File: src/rtl/trap_sequencer_if.sv
// Trap sequencer bus: core-side status/request inputs and CSR write / PC redirect outputs.
// master = core/controller side, slave = trap_sequencer.
interface trap_sequencer_if #(
  parameter int XLEN = 32
);
  logic            instr_valid;
  logic            is_mret;
  logic [XLEN-1:0] pc_cur;
  logic            irq_timer;
  logic            irq_ext;
  logic [XLEN-1:0] mstatus;
  logic [XLEN-1:0] mie;
  logic [XLEN-1:0] mtvec;
  logic [XLEN-1:0] mepc;
  logic            stall;
  logic            csr_wr_en;
  logic [11:0]     csr_wr_addr;
  logic [XLEN-1:0] csr_wr_data;
  logic            pc_redirect;
  logic [XLEN-1:0] pc_target;
  logic            trap_taken;

  modport master (
    output instr_valid, is_mret, pc_cur, irq_timer, irq_ext, mstatus, mie, mtvec, mepc,
    input  stall, csr_wr_en, csr_wr_addr, csr_wr_data, pc_redirect, pc_target, trap_taken
  );

  modport slave (
    input  instr_valid, is_mret, pc_cur, irq_timer, irq_ext, mstatus, mie, mtvec, mepc,
    output stall, csr_wr_en, csr_wr_addr, csr_wr_data, pc_redirect, pc_target, trap_taken
  );
endinterface

File: src/rtl/trap_sequencer.sv
// Machine-mode trap entry / MRET exit sequencer: one CSR write per cycle, then PC redirect.
// Optional macro TRAP_VECTORED_EN enables vectored mtvec mode (mtvec[1:0]==2'b01).
//  state       | meaning
//  IDLE        | watch for enabled IRQ or MRET; stall combinationally in the detect cycle
//  SAVE_EPC    | write mepc with latched PC
//  SAVE_CAUSE  | write mcause with latched cause
//  UPD_STATUS  | write mstatus for trap entry, compute trap vector
//  MRET_STATUS | write mstatus for MRET, target = mepc
//  REDIRECT    | pulse pc_redirect to pc_target
module trap_sequencer #(
  parameter int          XLEN         = 32,
  parameter logic [11:0] MSTATUS_ADDR = 12'h300,
  parameter logic [11:0] MEPC_ADDR    = 12'h341,
  parameter logic [11:0] MCAUSE_ADDR  = 12'h342
) (
  input logic            clk,
  input logic            rst_n,
  trap_sequencer_if.slave bus
);
  localparam logic [XLEN-1:0] CAUSE_EXT = {1'b1, {(XLEN-5){1'b0}}, 4'hB};
  localparam logic [XLEN-1:0] CAUSE_TMR = {1'b1, {(XLEN-5){1'b0}}, 4'h7};

  typedef enum logic [2:0] {
    IDLE, SAVE_EPC, SAVE_CAUSE, UPD_STATUS, MRET_STATUS, REDIRECT
  } state_e;

  state_e          state_q, state_d;
  logic [XLEN-1:0] epc_q, epc_d;
  logic [XLEN-1:0] cause_q, cause_d;
  logic [XLEN-1:0] target_q, target_d;

  logic            ext_en, tmr_en, irq_take, mret_take;
  logic [XLEN-1:0] status_entry, status_mret, vec_base, trap_vec;

  assign ext_en = bus.irq_ext & bus.mie[11];
  assign tmr_en = bus.irq_timer & bus.mie[7];

  // Gated by rst_n so the combinational detect outputs also read 0 while in reset.
  assign irq_take  = rst_n && (state_q == IDLE) && bus.instr_valid && bus.mstatus[3]
                     && (ext_en || tmr_en);
  assign mret_take = rst_n && (state_q == IDLE) && bus.instr_valid && bus.is_mret && !irq_take;

  always_comb begin
    status_entry        = bus.mstatus;
    status_entry[7]     = bus.mstatus[3];
    status_entry[3]     = 1'b0;
    status_entry[12:11] = 2'b11;
    status_mret         = bus.mstatus;
    status_mret[3]      = bus.mstatus[7];
    status_mret[7]      = 1'b1;
    status_mret[12:11]  = 2'b11;
  end

  assign vec_base = {bus.mtvec[XLEN-1:2], 2'b00};
`ifdef TRAP_VECTORED_EN
  assign trap_vec = (bus.mtvec[1:0] == 2'b01) ? vec_base + {cause_q[XLEN-3:0], 2'b00} : vec_base;
`else
  assign trap_vec = vec_base;
`endif

  always_ff @(posedge clk or negedge rst_n) begin
    if (!rst_n) begin
      state_q  <= IDLE;
      epc_q    <= '0;
      cause_q  <= '0;
      target_q <= '0;
    end else begin
      state_q  <= state_d;
      epc_q    <= epc_d;
      cause_q  <= cause_d;
      target_q <= target_d;
    end
  end

  always_comb begin
    state_d         = state_q;
    epc_d           = epc_q;
    cause_d         = cause_q;
    target_d        = target_q;
    bus.stall       = 1'b0;
    bus.csr_wr_en   = 1'b0;
    bus.csr_wr_addr = '0;
    bus.csr_wr_data = '0;
    bus.pc_redirect = 1'b0;
    bus.trap_taken  = 1'b0;
    case (state_q)
      IDLE: begin
        if (irq_take) begin
          epc_d          = bus.pc_cur;
          cause_d        = ext_en ? CAUSE_EXT : CAUSE_TMR;
          bus.trap_taken = 1'b1;
          bus.stall      = 1'b1;
          state_d        = SAVE_EPC;
        end else if (mret_take) begin
          bus.stall = 1'b1;
          state_d   = MRET_STATUS;
        end
      end
      SAVE_EPC: begin
        bus.stall       = 1'b1;
        bus.csr_wr_en   = 1'b1;
        bus.csr_wr_addr = MEPC_ADDR;
        bus.csr_wr_data = epc_q;
        state_d         = SAVE_CAUSE;
      end
      SAVE_CAUSE: begin
        bus.stall       = 1'b1;
        bus.csr_wr_en   = 1'b1;
        bus.csr_wr_addr = MCAUSE_ADDR;
        bus.csr_wr_data = cause_q;
        state_d         = UPD_STATUS;
      end
      UPD_STATUS: begin
        bus.stall       = 1'b1;
        bus.csr_wr_en   = 1'b1;
        bus.csr_wr_addr = MSTATUS_ADDR;
        bus.csr_wr_data = status_entry;
        target_d        = trap_vec;
        state_d         = REDIRECT;
      end
      MRET_STATUS: begin
        bus.stall       = 1'b1;
        bus.csr_wr_en   = 1'b1;
        bus.csr_wr_addr = MSTATUS_ADDR;
        bus.csr_wr_data = status_mret;
        target_d        = bus.mepc;
        state_d         = REDIRECT;
      end
      REDIRECT: begin
        bus.stall       = 1'b1;
        bus.pc_redirect = 1'b1;
        state_d         = IDLE;
      end
      default: state_d = IDLE;
    endcase
  end

  assign bus.pc_target = target_q;
endmodule

File: src/flat_wrapper.sv
// flat-port wrapper written by rule: the top's interface ports become plain ports
module trap_sequencer_flat 
#(
  parameter int          XLEN         = 32,
  parameter logic [11:0] MSTATUS_ADDR = 12'h300,
  parameter logic [11:0] MEPC_ADDR    = 12'h341,
  parameter logic [11:0] MCAUSE_ADDR  = 12'h342
)
  (clk, rst_n, bus_instr_valid, bus_is_mret, bus_pc_cur, bus_irq_timer, bus_irq_ext, bus_mstatus, bus_mie, bus_mtvec, bus_mepc, bus_stall, bus_csr_wr_en, bus_csr_wr_addr, bus_csr_wr_data, bus_pc_redirect, bus_pc_target, bus_trap_taken);
  trap_sequencer_if #(.XLEN(XLEN)) bus_i ();
  input logic clk;
  input logic rst_n;
  input wire logic [$bits(bus_i.instr_valid)-1:0] bus_instr_valid;
  input wire logic [$bits(bus_i.is_mret)-1:0] bus_is_mret;
  input wire logic [$bits(bus_i.pc_cur)-1:0] bus_pc_cur;
  input wire logic [$bits(bus_i.irq_timer)-1:0] bus_irq_timer;
  input wire logic [$bits(bus_i.irq_ext)-1:0] bus_irq_ext;
  input wire logic [$bits(bus_i.mstatus)-1:0] bus_mstatus;
  input wire logic [$bits(bus_i.mie)-1:0] bus_mie;
  input wire logic [$bits(bus_i.mtvec)-1:0] bus_mtvec;
  input wire logic [$bits(bus_i.mepc)-1:0] bus_mepc;
  output wire logic [$bits(bus_i.stall)-1:0] bus_stall;
  output wire logic [$bits(bus_i.csr_wr_en)-1:0] bus_csr_wr_en;
  output wire logic [$bits(bus_i.csr_wr_addr)-1:0] bus_csr_wr_addr;
  output wire logic [$bits(bus_i.csr_wr_data)-1:0] bus_csr_wr_data;
  output wire logic [$bits(bus_i.pc_redirect)-1:0] bus_pc_redirect;
  output wire logic [$bits(bus_i.pc_target)-1:0] bus_pc_target;
  output wire logic [$bits(bus_i.trap_taken)-1:0] bus_trap_taken;
  assign bus_i.instr_valid = bus_instr_valid;
  assign bus_i.is_mret = bus_is_mret;
  assign bus_i.pc_cur = bus_pc_cur;
  assign bus_i.irq_timer = bus_irq_timer;
  assign bus_i.irq_ext = bus_irq_ext;
  assign bus_i.mstatus = bus_mstatus;
  assign bus_i.mie = bus_mie;
  assign bus_i.mtvec = bus_mtvec;
  assign bus_i.mepc = bus_mepc;
  assign bus_stall = bus_i.stall;
  assign bus_csr_wr_en = bus_i.csr_wr_en;
  assign bus_csr_wr_addr = bus_i.csr_wr_addr;
  assign bus_csr_wr_data = bus_i.csr_wr_data;
  assign bus_pc_redirect = bus_i.pc_redirect;
  assign bus_pc_target = bus_i.pc_target;
  assign bus_trap_taken = bus_i.trap_taken;
  trap_sequencer #(.XLEN(XLEN), .MSTATUS_ADDR(MSTATUS_ADDR), .MEPC_ADDR(MEPC_ADDR), .MCAUSE_ADDR(MCAUSE_ADDR)) u_core (.clk(clk), .rst_n(rst_n), .bus(bus_i));
endmodule
File: config.mk
export PLATFORM = sky130hd
export DESIGN_NAME = trap_sequencer_flat
export DESIGN_NICKNAME = d
export VERILOG_FILES = /design/src/rtl/trap_sequencer_if.sv /design/src/rtl/trap_sequencer.sv /design/src/flat_wrapper.sv
export SDC_FILE = /design/constraint.sdc
export NUM_CORES = 1
export LEC_CHECK = 0
export CAP_MARGIN = 25
export CORE_AREA = 2 2 89 134
export CTS_CLUSTER_DIAMETER = 80
export CTS_CLUSTER_SIZE = 12
export DETAILED_ROUTE_END_ITERATION = 6
export DIE_AREA = 0 0 91 136
export PLACE_DENSITY_LB_ADDON = 0.15
export RECOVER_POWER = 100
export SYNTH_ARGS = -nofsm -noshare
export SYNTH_HDL_FRONTEND = slang
export SYNTH_SLANG_ARGS = --single-unit
File: constraint.sdc
create_clock -name clk -period 1.7 [get_ports clk]
set_input_delay 0.425 -clock clk [delete_from_list [all_inputs] [get_ports clk]]
set_output_delay 0.425 -clock clk [all_outputs]
set_load 0.005 [all_outputs]
# ---- After elaboration in Yosys (flattened, before gate mapping)
# Index checks and enable logic that the tools add are counted.
dict set report word_totals {
  register_bits 99
  inputBits 166
  output_inout_bits 80
  word_cells 40
}
dict set report op_classes {
  n_eq_ne 6
  muxes 14
  bitwise 2
  n_reduce_logical 14
}
# op n
set op_table {}
lappend op_table {{$pmux W32 S4} 1}
lappend op_table {{$pmux W32 S2} 1}
lappend op_table {{$pmux W10 S3} 1}
lappend op_table {{$pmux W3 S4} 1}
lappend op_table {{$eq A3 B2 Y1 const B} 2}
lappend op_table {{$eq A3 B3 Y1 const B} 2}
lappend op_table {{$logic_and A1 B1 Y1} 6}
lappend op_table {{$mux W1} 6}
lappend op_table {{$mux W3} 2}
lappend op_table {{$reduce_or A5 Y1} 1}
lappend op_table {{$mux W4} 1}
lappend op_table {{$reduce_or A4 Y1} 1}
lappend op_table {{$eq A3 B1 Y1 const B} 1}
lappend op_table {{$logic_not A3 Y1} 1}
lappend op_table {{$ne A3 B1 Y1 const B} 1}
lappend op_table {{$and A1 B1 Y1} 2}
lappend op_table {{$pmux W1 S2} 1}
lappend op_table {{$reduce_and A2 Y1} 1}
lappend op_table {{$reduce_bool A2 Y1} 1}
lappend op_table {{$reduce_or A2 Y1} 1}
lappend op_table {{$logic_not A1 Y1} 1}
lappend op_table {{$logic_or A1 B1 Y1} 1}

# ---- Logic depth before layout (Yosys ltp)
# Gate-level depths: netlist of run 1.
dict set report logic_depth {
  depth_word 10
  depth_mapped 6
  depth_no_buf 3
}

# ---- Worst setup path after synthesis of run 1
# No wires, ideal clock.
dict set report synth_timing {
  kind {register to output}
  start {register u_core.state_q[0]}
  end {output port bus_csr_wr_data[20]}
  arrival_ns 1.369
  path_slack_ns -0.094
  stages_incl_launch_ff 7
  path_cell_list {dfrtp_1 > buf_4 > nor2b_4 > a21o_1 > buf_4 > buf_2 > a22o_1}
}
dict set report synth_via {
  elab_chain_cells 2
}
# element line_no
set synth_rtl {}
lappend synth_rtl {{from (decl)} trap_sequencer.sv:27} ;# state_e state_q, state_d;
lappend synth_rtl {{from (signal assigned)} trap_sequencer.sv:68} ;# state_q <= state_d;
lappend synth_rtl {{$eq A3 B3 Y1 (tied with other cells)} trap_sequencer.sv:86} ;# case (state_q)
lappend synth_rtl {{$pmux W32 S4 (*)} trap_sequencer.sv:86}
lappend synth_rtl {{to (decl)} flat_wrapper.sv:25} ;# output wire logic [$bits(bus_i.csr_wr_data)-1:0] bus_csr_wr_data;
# Mark *: on every way between the ends. The rest lies on a longest branch, timed or not.

# ---- Final worst setup path of run 1
dict set report layout_timing {
  start {register u_core.state_q[2]}
  end {output port bus_csr_wr_data[16]}
}
# The elaborated chain is that of the path after synthesis.

==> impl_results.md, run 1 <==
* Status: finished, violations left
* Failing checks: setup timing
* Crit path cell chain: nor3b_4 > a21o_4 > buf_12 > clkbuf_16 > a22o_1 > buf_2
* Synth Warn # at 0
* Via count at 3255
* Iteration count of the initial detailed-routing pass at 4
* EDFF count, synth at 0
* Ports at 246
* Core area at 11290 um2
* DR top layer: met5
* Hold Path Class: input port to async pin
* Netlist cell types at 32
* Cell Area, Synth at 3640 um2
* Diode count at 0
* Worst EP required at 1.27 ns
* Cts hold-fix bufs at 0
* Final Non-Filler Cells at 689
* Unrepaired setup endpoints after global routing: yes
* Worst slew pin tran at 0.9718 ns
* Vias in the first global route at 3485
* # rows at 48
* CTS H-tree lvls at 3
* Most frequent cells in the layout: clkdlybuf4s50_1 (163), mux2_4 (88), dfrtp_1 (67), buf_2 (35), a22o_1 (27)
* Remaining Overflow, GRT at 0
* Worst path slowest cell: dfrtp_2
* DR vias/cell at 4.724
* Avg Cell Area, Syn at 13.48 um2
* Initial DRC Count at 86
* # placed instances at 627
* Slew headroom at 35.22%
* Tcrit/Tclk final at 128.1%
* Final hold slack at 0.4153 ns
* Crit path capture type: primary output
* Die Width at 91 um
* Synthesized flop and latch total at 70
* Hold Vio Cnt, Final at 0
* Final GP Congestion at 0.7306
* Clk slew on worst S/H paths at 0.06 ns
* PwrDens at 1660 nW/um2
* DIE AREA at 12380 um2
* Worst IR drop on VDD at 0.7147 mV
* Synth Flop Type: dfrtp_1
* Area Overhead vs Synth at 97.94%
* Pre-CTS setup slack at -0.6108 ns
* Mapped Cells at 270
* Filler cells at 928
* Final ANT Viol Nets at 0
* Clock Skew at 0.003825 ns
* Die Height at 136 um
* Critical Path Start Type: flip-flop
* Remaining DRCs at 0
* Crit Path Max Fanout at 5
* Post-DP HPWL at 7.873 mm
* Seq/Total Area, Yosys at 48.13%
* Routed WL at 12.67 mm
* Critical path class: flip-flop to primary output
* DP Area at 5919 um2
* Port Buffer Count at 204
* First-pass GRT wire length at 19.14 mm
* Max-cap viol count at 0
* Tmin final at 2.178 ns
* Setup TNS at -32.38 ns
* Max Clk Rate at 459.2 MHz
* Met3 wire length at 825 um
* Bufs and invs on worst path at 3
* Fraction of layout cells with a size suffix above 1 at 46.94%
* CP max stage delay at 0.45 ns
* Clock latency on the worst-skew pair at 0.33 ns
* Num CTS Buffers at 9
* Met2 WL at 6.878 mm
* Slew Viols, Final at 0
* Delay-heaviest family, CP: flip-flops
* Initial antenna violation count at 1
* Leakage power at 3.380 nW
* Post-route cell area at 7204 um2
* Clk sinks at 70
* Final WS setup at -0.4778 ns
* Total GRT Usage at 20.09%
* Ys async rst share at 100.0%
* Starting Density at 32.24%
* Root Buffer: clkbuf_16
* Most common cell after layout, fill and taps aside: clkdlybuf4s50_1
* M1 WL at 4.753 mm
* Final Power at 11.96 mW
* Routed len/inst at 18.39 um
* Setup violators final at 109
* CTS max path bufs at 2
* CTS tree: built
* Fin nets at 700
* Crit path DAT at 1.75 ns
* Util after Layout at 63.81%
* Largest net degree at the start of global routing at 71
==> registers in the layout (all words and copies together) (netlist names) <==
signal and count:
u_core.bus.pc_target 32, u_core.cause_q 3, u_core.epc_q 32, u_core.state_q 3
==> cell usage after synthesis (2+ instances only) <==
library cell	instances	area share [%]
nand2b_1	2	0.34
xnor2_1	2	0.48
nor2b_1	3	0.52
o21ai_0	5	0.69
a21o_1	3	0.62
inv_1	2	0.21
mux2_2	50	15
dfrtp_1	70	48
or2_2	2	0.34
mux2_1	38	12
a21oi_1	3	0.41
and2_1	2	0.34
clkbuf_1	2	0.21
buf_6	4	1.2
a22oi_1	5	1.0
nand2_1	7	0.72
mux2_4	10	4.1
a22o_1	27	6.5
buf_4	11	2.3
buf_2	10	1.4
==> report_power, final <==
part           internal [mW]  switching [mW]  total [mW]
sequential              2.53           0.546        3.07
clock                   1.32           0.702        2.02
combinational           4.59            2.28        6.87
total                   8.43            3.53        12.0
==> worst reg2reg max path, cell delays in order (launching register included) <==
cell and delay, ns:
dfrtp_2 0.44, buf_6 0.13, nor3b_4 0.19, buf_4 0.14, buf_6 0.11, buf_12 0.12
buf_8 0.12, buf_16 0.14, mux2_4 0.31, mux2_4 0.26
==> area by class of cell <==
cell class	instances	area [um2]	share of cell area [%]
repair buffers	274	2801	38.89
multi-input cells	177	2128	29.54
flip-flops and latches	70	1755	24.37
clock buffers	10	239.0	3.317
well taps	150	187.7	2.605
clock inverters	6	85.08	1.181
inverters	2	7.507	0.1042
==> worst paths after layout <==
path / start / to / slack (ns) / depth (start not counted)
max: u_core.state_q[2] / bus_csr_wr_data[16] / -0.48 / 6
min: rst_n / u_core.epc_q[19] / 0.42 / 2
max reg2reg: u_core.state_q[0] / u_core.bus.pc_target[14] / -0.38 / 9
max in group asynchronous: rst_n / u_core.state_q[0] / 0.61 / 2
min in group clk: u_core.bus.pc_target[0] / u_core.bus.pc_target[0] / 0.50 / 1
min reg2reg: u_core.bus.pc_target[0] / u_core.bus.pc_target[0] / 0.50 / 1
==> metal layers <==
| layer | vias up | global-route usage [%] |
|---|---|---|
| met4 | 2 | 6.902 |
| li1 | 1505 | - |
| met1 | 1606 | 21.80 |
| met2 | 131 | 36.67 |
| met3 | 11 | 6.430 |
| met5 | - | 0 |
==> cells by family (layout without fill, tap and decap cells) <==
kind of cell | count (synthesis) | count (layout) | share of synthesized area (%)
compound gates | 46 | 46 | 9.935
xor+xnor | 2 | 2 | 0.4814
buf+inv | 29 | 292 | 5.294
flops | 70 | 70 | 48.13
mux | 99 | 99 | 31.63
other cells | 1 | 7 | 0.1030
simple gates | 23 | 23 | 4.434
==> what timing repair did <==
item | 4_1_cts | 5_1_grt
pin swaps | 11 | 13
setup buffers | 28 | 15
resized for setup | 277 | 48
endpoints found under the setup margin | 106 | 109
cloned | 11 | 1
No activity file was read; power rests on OpenSTA's default activity.
==> run 2: changes to the inputs <==
REMOVE_ABC_BUFFERS = 1   (was unset)
==> impl_results.md, run 2 (synthesized netlist as in run 1, its figures left out) <==
* Status: finished, violations left
* Failing checks: setup timing
* Die Width at 91 um (unchanged)
* Util after Layout at 64.61% (+0.80 points)
* Most used cell along the critical path: buf_6
* Iteration count of the initial detailed-routing pass at 4 (unchanged)
* Crit path capture type: primary output
* Clock Skew at 0.005113 ns (+0.001288 ns)
* Critical Path Start Type: flip-flop
* Final ANT Viol Nets at 0 (unchanged)
* Slew headroom at 34.58% (-0.64 points)
* FF-to-FF path depth at 10 (+1)
* Initial DRC Count at 99 (+15%)
* Final WS setup at -0.5510 ns (-0.07325 ns)
* Pre-CTS setup slack at -0.6078 ns (+0.002952 ns)
* Hold Path Class: input port to async pin
* Unrepaired setup endpoints after global routing: yes
* Root Buffer: clkbuf_16
* Final GP Congestion at 0.7853 (+7.5%)
* Worst IR drop on VDD at 0.8525 mV (+19%)
* Ports at 246 (unchanged)
* Sw Ratio at 29.86% (+0.36 points)
* PwrDens at 1647 nW/um2 (-0.81%)
* Diode count at 0 (unchanged)
* Crit path DAT at 1.83 ns (+0.08 ns)
* Worst slew pin tran at 0.9813 ns (+0.009567 ns)
* Worst r2r dst: u_core.epc_q[7]
* Die Height at 136 um (unchanged)
* Slew Viols, Final at 0 (unchanged)
* Fraction of layout cells with a size suffix above 1 at 46.96% (about the same)
* Clk slew on worst S/H paths at 0.06 ns (about the same)
* Remaining DRCs at 0 (unchanged)
* Worst R2R Setup Slack at -0.46 ns (-0.08 ns)
* Largest net degree at the start of global routing at 71 (unchanged)
* Core area at 11290 um2 (unchanged)
* Sw Pwr at 3.587 mW (+1.7%)
* Clk pwr share at 15.8% (-1.1 points)
* Total GRT Usage at 20.18% (+0.094 points)
* DR vias/cell at 4.756 (+0.68%)
* Worst path slowest cell: dfrtp_2
* Setup violators final at 110 (+0.92%)
* Hold Vio Cnt, Final at 0 (unchanged)
* Post-DP HPWL at 7.915 mm (+0.54%)
* Starting Density at 32.24% (unchanged)
* Routed len/inst at 18.86 um (+2.5%)
* # rows at 48 (unchanged)
* Clock latency on the worst-skew pair at 0.33 ns (about the same)
* CTS H-tree lvls at 3 (unchanged)
* Fin nets at 704 (+0.57%)
* Delay-heaviest family, CP: buffers and inverters
* Filler cells at 881 (-5.1%)
* CTS tree: built
* Final Power at 12.01 mW (+0.43%)
* Routed WL at 13.07 mm (+3.1%)
* Cts hold-fix bufs at 0 (unchanged)
* Tmin final at 2.251 ns (+0.07325 ns)
* Logic pwr share at 58.8% (+1.4 points)
* Max-cap viol count at 0 (unchanged)
* Most frequent cells in the layout: clkdlybuf4s50_1 (162), mux2_4 (80), dfrtp_1 (69), buf_6 (29), a22o_1 (27)
* Port Buffer Count at 204 (unchanged)
* Num CTS Buffers at 9 (unchanged)
* Sequential Power Share at 25.4% (-0.3 points)
* CTS max path bufs at 2 (unchanged)
* Area Overhead vs Synth at 100.4%
* Tcrit/Tclk final at 132.4% (+4.3 points)
* Power Internal at 8.427 mW (about the same)
* Crit path cell chain: nor2b_4 > buf_6 > a21o_4 > buf_12 > buf_6 > a22o_1 > buf_2
* Setup TNS at -39.64 ns (-7.260 ns)
* Bufs and invs on worst path at 4 (+1)
* Critical path class: flip-flop to primary output
* Max Clk Rate at 444.2 MHz (-3.3%)
* Most common cell after layout, fill and taps aside: clkdlybuf4s50_1
* Initial antenna violation count at 0 (-1)
* Vias in the first global route at 3548 (+1.8%)
* DIE AREA at 12380 um2 (unchanged)
* Leakage power at 3.408 nW (+0.81%)
* Reg-to-Reg Start: u_core.state_q[2]
* Crit Path Max Fanout at 4 (-1)
* Via count at 3296 (+1.3%)
* Worst EP required at 1.27 ns (about the same)
* Clk sinks at 70 (unchanged)
* CP max stage delay at 0.44 ns (about the same)
* Remaining Overflow, GRT at 0 (unchanged)
* First-pass GRT wire length at 19.06 mm (-0.43%)
run 2: area by class of cell:
cell class / count / area (um2) / area share [%]
timing repair buffer: 278 / 2935 / 40.24
multi-input combinational: 177 / 2110 / 28.92
sequential: 70 / 1753 / 24.03
clock buffer: 12 / 256.5 / 3.516
tap: 150 / 187.7 / 2.573
clock inverter: 4 / 45.04 / 0.6175
inverter: 2 / 7.507 / 0.1029
run 2: stage by stage:
step,hold slack [ns],std cells,area (um2)
global route,0.5166,693,7295
detailed placement,0.4751,625,5942
finish,0.4467,693,7295
floorplan,0.1294,249,3477
CTS,0.3689,681,6955
global placement,0.4709,625,5942
run 2: power groups by stage:
stage | Combinational (mW) | Sequential (mW) | Clock, mW
after floorplan | 2.16 | 2.99 | 0
after global placement | 5.18 | 3.00 | 0
after detailed placement | 5.25 | 3.03 | 0
after CTS | 6.25 | 3.01 | 1.95
after global routing | 7.46 | 3.15 | 2.02
final | 7.07 | 3.05 | 1.90
run 2: layer usage:
metal	up-vias	share of wire [%]	track usage (%)
li1	1516	-	-
met3	20	4.7	4.324
met1	1647	38	22.40
met4	0	2.6	9.680
met5	-	0	0
met2	113	54	36.50
run 2: worst max path at each step:
stage                     cells past startpoint  slack [ns]         startpoint                   to
after floorplan                               3       -2.37  u_core.state_q[2]  bus_csr_wr_data[10]
after global placement                        5       -0.60        bus_irq_ext            bus_stall
after detailed placement                      5       -0.61        bus_mie[11]            bus_stall
after CTS                                     7       -0.52  u_core.state_q[2]   bus_csr_wr_data[6]
after global routing                          7       -0.59  u_core.state_q[0]  bus_csr_wr_data[30]
final                                         7       -0.55  u_core.state_q[0]   bus_csr_wr_data[6]
run 2: what timing repair did:
action / 4_1_cts / 5_1_grt
cloned: 11 / 4
endpoints found under the setup margin: 104 / 110
pin swaps: 11 / 12
gates resized for setup: 194 / 111
buffers inserted: 32 / 10
run 2: worst register-to-register path, delay by kind of cell (launching register included):
family        cells  cell delay (ns)
buf+inv           7             0.94
flops             1             0.42
mux               1             0.29
simple gates      2             0.38
==> run 3: changes to the inputs <==
CAP_MARGIN = unset   (was 25)
clock period = 2 ns   (was 1.7 ns; I/O delays follow)
==> impl_results.md, run 3 (synthesized netlist as in run 1, its figures left out) <==
* Status: finished, violations left
* Failing checks: setup timing
* Tcrit/Tclk final at 113.8%
* Worst EP required at 1.50 ns (+0.23 ns)
* Total GRT Usage at 18.38% (-1.8 points)
* Die Width at 91 um (unchanged)
* # placed instances at 625 (unchanged)
* Clock latency on the worst-skew pair at 0.33 ns (about the same)
* Final GP Congestion at 0.7646 (-2.6%)
* Die Height at 136 um (unchanged)
* Largest net degree at the start of global routing at 71 (unchanged)
* Hold Path Class: flip-flop to flip-flop
* Initial antenna violation count at 0 (unchanged)
* Max-cap viol count at 0 (unchanged)
* Root Buffer: clkbuf_16
* Leakage power at 2.927 nW (-14%)
* DR vias/cell at 4.659 (-2.0%)
* Tmin final at 2.276 ns
* Slew headroom at 34.20% (-0.37 points)
* DP Area at 5929 um2 (-0.21%)
* PwrDens at 1385 nW/um2 (-16%)
* Critical path class: flip-flop to primary output
* # rows at 48 (unchanged)
* Fraction of layout cells with a size suffix above 1 at 36.85% (-10 points)
* CTS tree: built
* Crit path capture type: primary output
* Util after Layout at 57.88% (-6.7 points)
* CTS H-tree lvls at 3 (unchanged)
* Ports at 246 (unchanged)
* DIE AREA at 12380 um2 (unchanged)
* Most frequent cells in the layout: clkdlybuf4s50_1 (127), dfrtp_1 (69), mux2_2 (49), mux2_1 (38), buf_2 (35)
* Core area at 11290 um2 (unchanged)
* First-pass GRT wire length at 17.42 mm (-8.6%)
* Hold Vio Cnt, Final at 0 (unchanged)
* Num CTS Buffers at 9 (unchanged)
* Unrepaired setup endpoints after global routing: yes
* Port Buffer Count at 204 (unchanged)
* Fin nets at 682 (-3.1%)
* Filler cells at 968 (+9.9%)
* Pre-CTS setup slack at -0.4876 ns (+0.1202 ns)
* Worst IR drop on VDD at 0.7124 mV (-16%)
* Diode count at 0 (unchanged)
* Remaining DRCs at 0 (unchanged)
* Final WS setup at -0.2757 ns (+0.2753 ns)
* Setup TNS at -12.23 ns (+27.41 ns)
* Initial DRC Count at 78 (-21%)
* Post-route cell area at 6535 um2 (-10%)
* Most common cell after layout, fill and taps aside: clkdlybuf4s50_1
* Routed len/inst at 17.20 um (-8.8%)
* Max Clk Rate at 439.4 MHz
* Crit path DAT at 1.78 ns (-0.05 ns)
* Cts hold-fix bufs at 0 (unchanged)
* Post-DP HPWL at 7.880 mm (-0.44%)
* Final hold slack at 0.4822 ns (+0.03556 ns)
* Worst slew pin tran at 0.9869 ns (+0.005624 ns)
* CTS max path bufs at 2 (unchanged)
* Clk slew on worst S/H paths at 0.06 ns (about the same)
* Via count at 3126 (-5.2%)
* Final Power at 9.049 mW (-25%)
* Crit Path Max Fanout at 8 (+4)
* Clock Skew at 0.007497 ns (+0.002384 ns)
* Vias in the first global route at 3332 (-6.1%)
* Final Non-Filler Cells at 671 (-3.2%)
* Critical Path Start Type: flip-flop
* Final ANT Viol Nets at 0 (unchanged)
* Routed WL at 11.54 mm (-12%)
* Starting Density at 32.24% (unchanged)
* Iteration count of the initial detailed-routing pass at 4 (unchanged)
* Setup violators final at 97 (-12%)
* Remaining Overflow, GRT at 0 (unchanged)
* Clk sinks at 70 (unchanged)
* Slew Viols, Final at 0 (unchanged)
* Area Overhead vs Synth at 79.55%
-- run 3: path summary, 6_finish.rpt --
kind | slack (ns) | from | cells past startpoint | to
max in group asynchronous | 0.79 | rst_n | 2 | u_core.state_q[0]
min in group asynchronous | 0.52 | rst_n | 2 | u_core.epc_q[1]
setup / recovery | -0.28 | u_core.state_q[2] | 7 | bus_csr_wr_data[23]
setup reg to reg | -0.12 | u_core.state_q[0] | 7 | u_core.cause_q[3]
hold / removal | 0.48 | u_core.bus.pc_target[31] | 1 | u_core.bus.pc_target[31]
hold reg to reg | 0.48 | u_core.bus.pc_target[31] | 1 | u_core.bus.pc_target[31]
-- run 3: critical path, cell delays in order (launching register included) --
cell	delay, ns
dfrtp_1	0.39
buf_4	0.13
nor3b_4	0.15
a21o_4	0.21
buf_12	0.13
buf_16	0.13
a22o_1	0.18
buf_2	0.12
-- run 3: power breakdown --
part | internal, mW | switching, mW | total, mW
Combinational | 3.21 | 1.81 | 5.02
Sequential | 2.14 | 0.385 | 2.53
Clock | 0.903 | 0.595 | 1.50
Total | 6.25 | 2.80 | 9.05
-- run 3: layout make-up --
type                    count  area (um2)  share of cell area, %
clock inverters             5       33.78                 0.5169
multi-input cells         177        1809                  27.69
inverters                   2       7.507                 0.1149
well taps                 150       187.7                  2.872
clock buffers              11       252.7                  3.868
flip-flops and latches     70        1753                  26.82
repair buffers            256        2491                  38.12
-- run 3: routing by layer --
metal / share of wire, % / global-route usage, %
met5: 0 / 0
met4: 2.3 / 8.586
met2: 55 / 34.03
met3: 6.4 / 5.100
met1: 36 / 19.07
-- run 3: what timing repair did --
action,CTS,global route
setup buffers,25,4
setup endpoints to repair,63,99
resized for setup,207,18
cloned,5,1
pin swaps,18,19
==> edit (config.mk and constraints of run 1) <==
The 6 states of `state_e` get a Gray code encoding in 3 bits.
--- a/src/rtl/trap_sequencer.sv
+++ b/src/rtl/trap_sequencer.sv
@@ -21,7 +21,7 @@
   localparam logic [XLEN-1:0] CAUSE_TMR = {1'b1, {(XLEN-5){1'b0}}, 4'h7};
 
   typedef enum logic [2:0] {
-    IDLE, SAVE_EPC, SAVE_CAUSE, UPD_STATUS, MRET_STATUS, REDIRECT
+    IDLE = 3'b000, SAVE_EPC = 3'b001, SAVE_CAUSE = 3'b011, UPD_STATUS = 3'b010, MRET_STATUS = 3'b110, REDIRECT = 3'b111
   } state_e;
 
   state_e          state_q, state_d;
Formal check against the unedited RTL: same outputs for any inputs over 10 cycles, from zero or initial values and one cycle with rst_n low; not proved beyond that.
==> edit against run 1 <==
The run still ends with negative setup slack left. Sequential share of layout area up 3.8 points. Global-route usage fell by 2.7 points. Sequential cell count unchanged. Via count fell by 4.7%. Sequential power is 7.2% lower. Setup slack improved by 0.20 ns. Total power shrank 20%. Synthesized area down 3.4%. Core utilization is 8.6 points lower. Routed wire length down 15%. Final area down 13%. Cell count shrank 0.87%. Largest power group unchanged. Highest routed layer is now met4.
==> edit: results (changes against run 1) <==
[sta]
setup_viol = 73  ; was 109
hold_slack_ns = 0.4674  ; was 0.4153 ns
tightest_slew_ns = 0.9702  ; was 0.9718 ns
setup_ws_ns = -0.2804  ; was -0.4778 ns

[power_and_ir_drop]
leakage_nw = 3.015  ; was 3.380 nW
ir_worst_vdd_v = 0.0005915  ; was 0.0007147 V
comb_power_share = 0.494  ; was 0.574

[finish]
final_cells = 683  ; was 689
n_fill_cell = 1055  ; was 928

[drt]
first_iter_violations = 133  ; was 86
avgViaCountPerCell = 4.543  ; was 4.724
wl_met2_microns = 5571  ; was 6878 microns
m1WireLength_microns = 4259  ; was 4753 microns

[yosys]
synthTopCellsByCount = 70 x dfrtp_1, 38 x nand2_1, 36 x mux2i_1  ; was 70 x dfrtp_1, 50 x mux2_2, 38 x mux2_1
synth_seq_area_share = 0.4982  ; was 0.4813
synthMuxAreaShare = 0.2359  ; was 0.3163
synth-xor-area-share = 0  ; was 0.004813

[outcome]
violations = negative setup slack  ; unchanged
status = finished with violations  ; unchanged

[critical_path]
path_max_fanout = 7  ; was 5
r2r_cells = 7  ; was 9
rrSetupSlack_ns = -0.15  ; was -0.38 ns
crit_path_end = bus_csr_wr_data[4]  ; was bus_csr_wr_data[16]

[global_route]
use_met1 = 0.1951  ; was 0.2180
grtUsageMet3 = 0.05710  ; was 0.06430
grt_pass1_wl_microns = 16800  ; was 19140 microns
grt_usage = 0.1742  ; was 0.2009
antenna_found_initial = 0  ; was 1
grt_pass1_vias = 3265  ; was 3485

[placed_design]
gp_congestion = 0.7076  ; was 0.7306
place_area_sq_um = 5769  ; was 5919 sq um

[min_path]
worstHoldPathType = reg2reg  ; was in2async

-- edit: changes by cell type after synthesis, moves of 3 or more --
cell,before,now
mux2_2,50,7
mux2i_1,1,36
mux2_1,38,0
o21ai_0,5,34
clkbuf_1,2,7
nand3_1,0,3
nand2_1,7,38
mux2_4,10,26
a22oi_1,5,0
-- edit: final cells by class --
cell class | instances | area [sq um] | share of cell area
Timing Repair Buffer | 241 | 2318 | 0.3718
Inverter | 4 | 15.01 | 0.002408
Tap cell | 150 | 187.7 | 0.03010
Multi-Input combinational cell | 202 | 1644 | 0.2636
Clock inverter | 4 | 70.07 | 0.01124
Clock buffer | 12 | 246.5 | 0.03953
Sequential cell | 70 | 1754 | 0.2813
-- edit: worst max-delay path: stages (launching register included) --
cell and delay (ns):
dfrtp_2 0.39, nand2b_4 0.16, nor2_4 0.13, buf_6 0.13, buf_8 0.14, a22o_1 0.15
buf_2 0.12
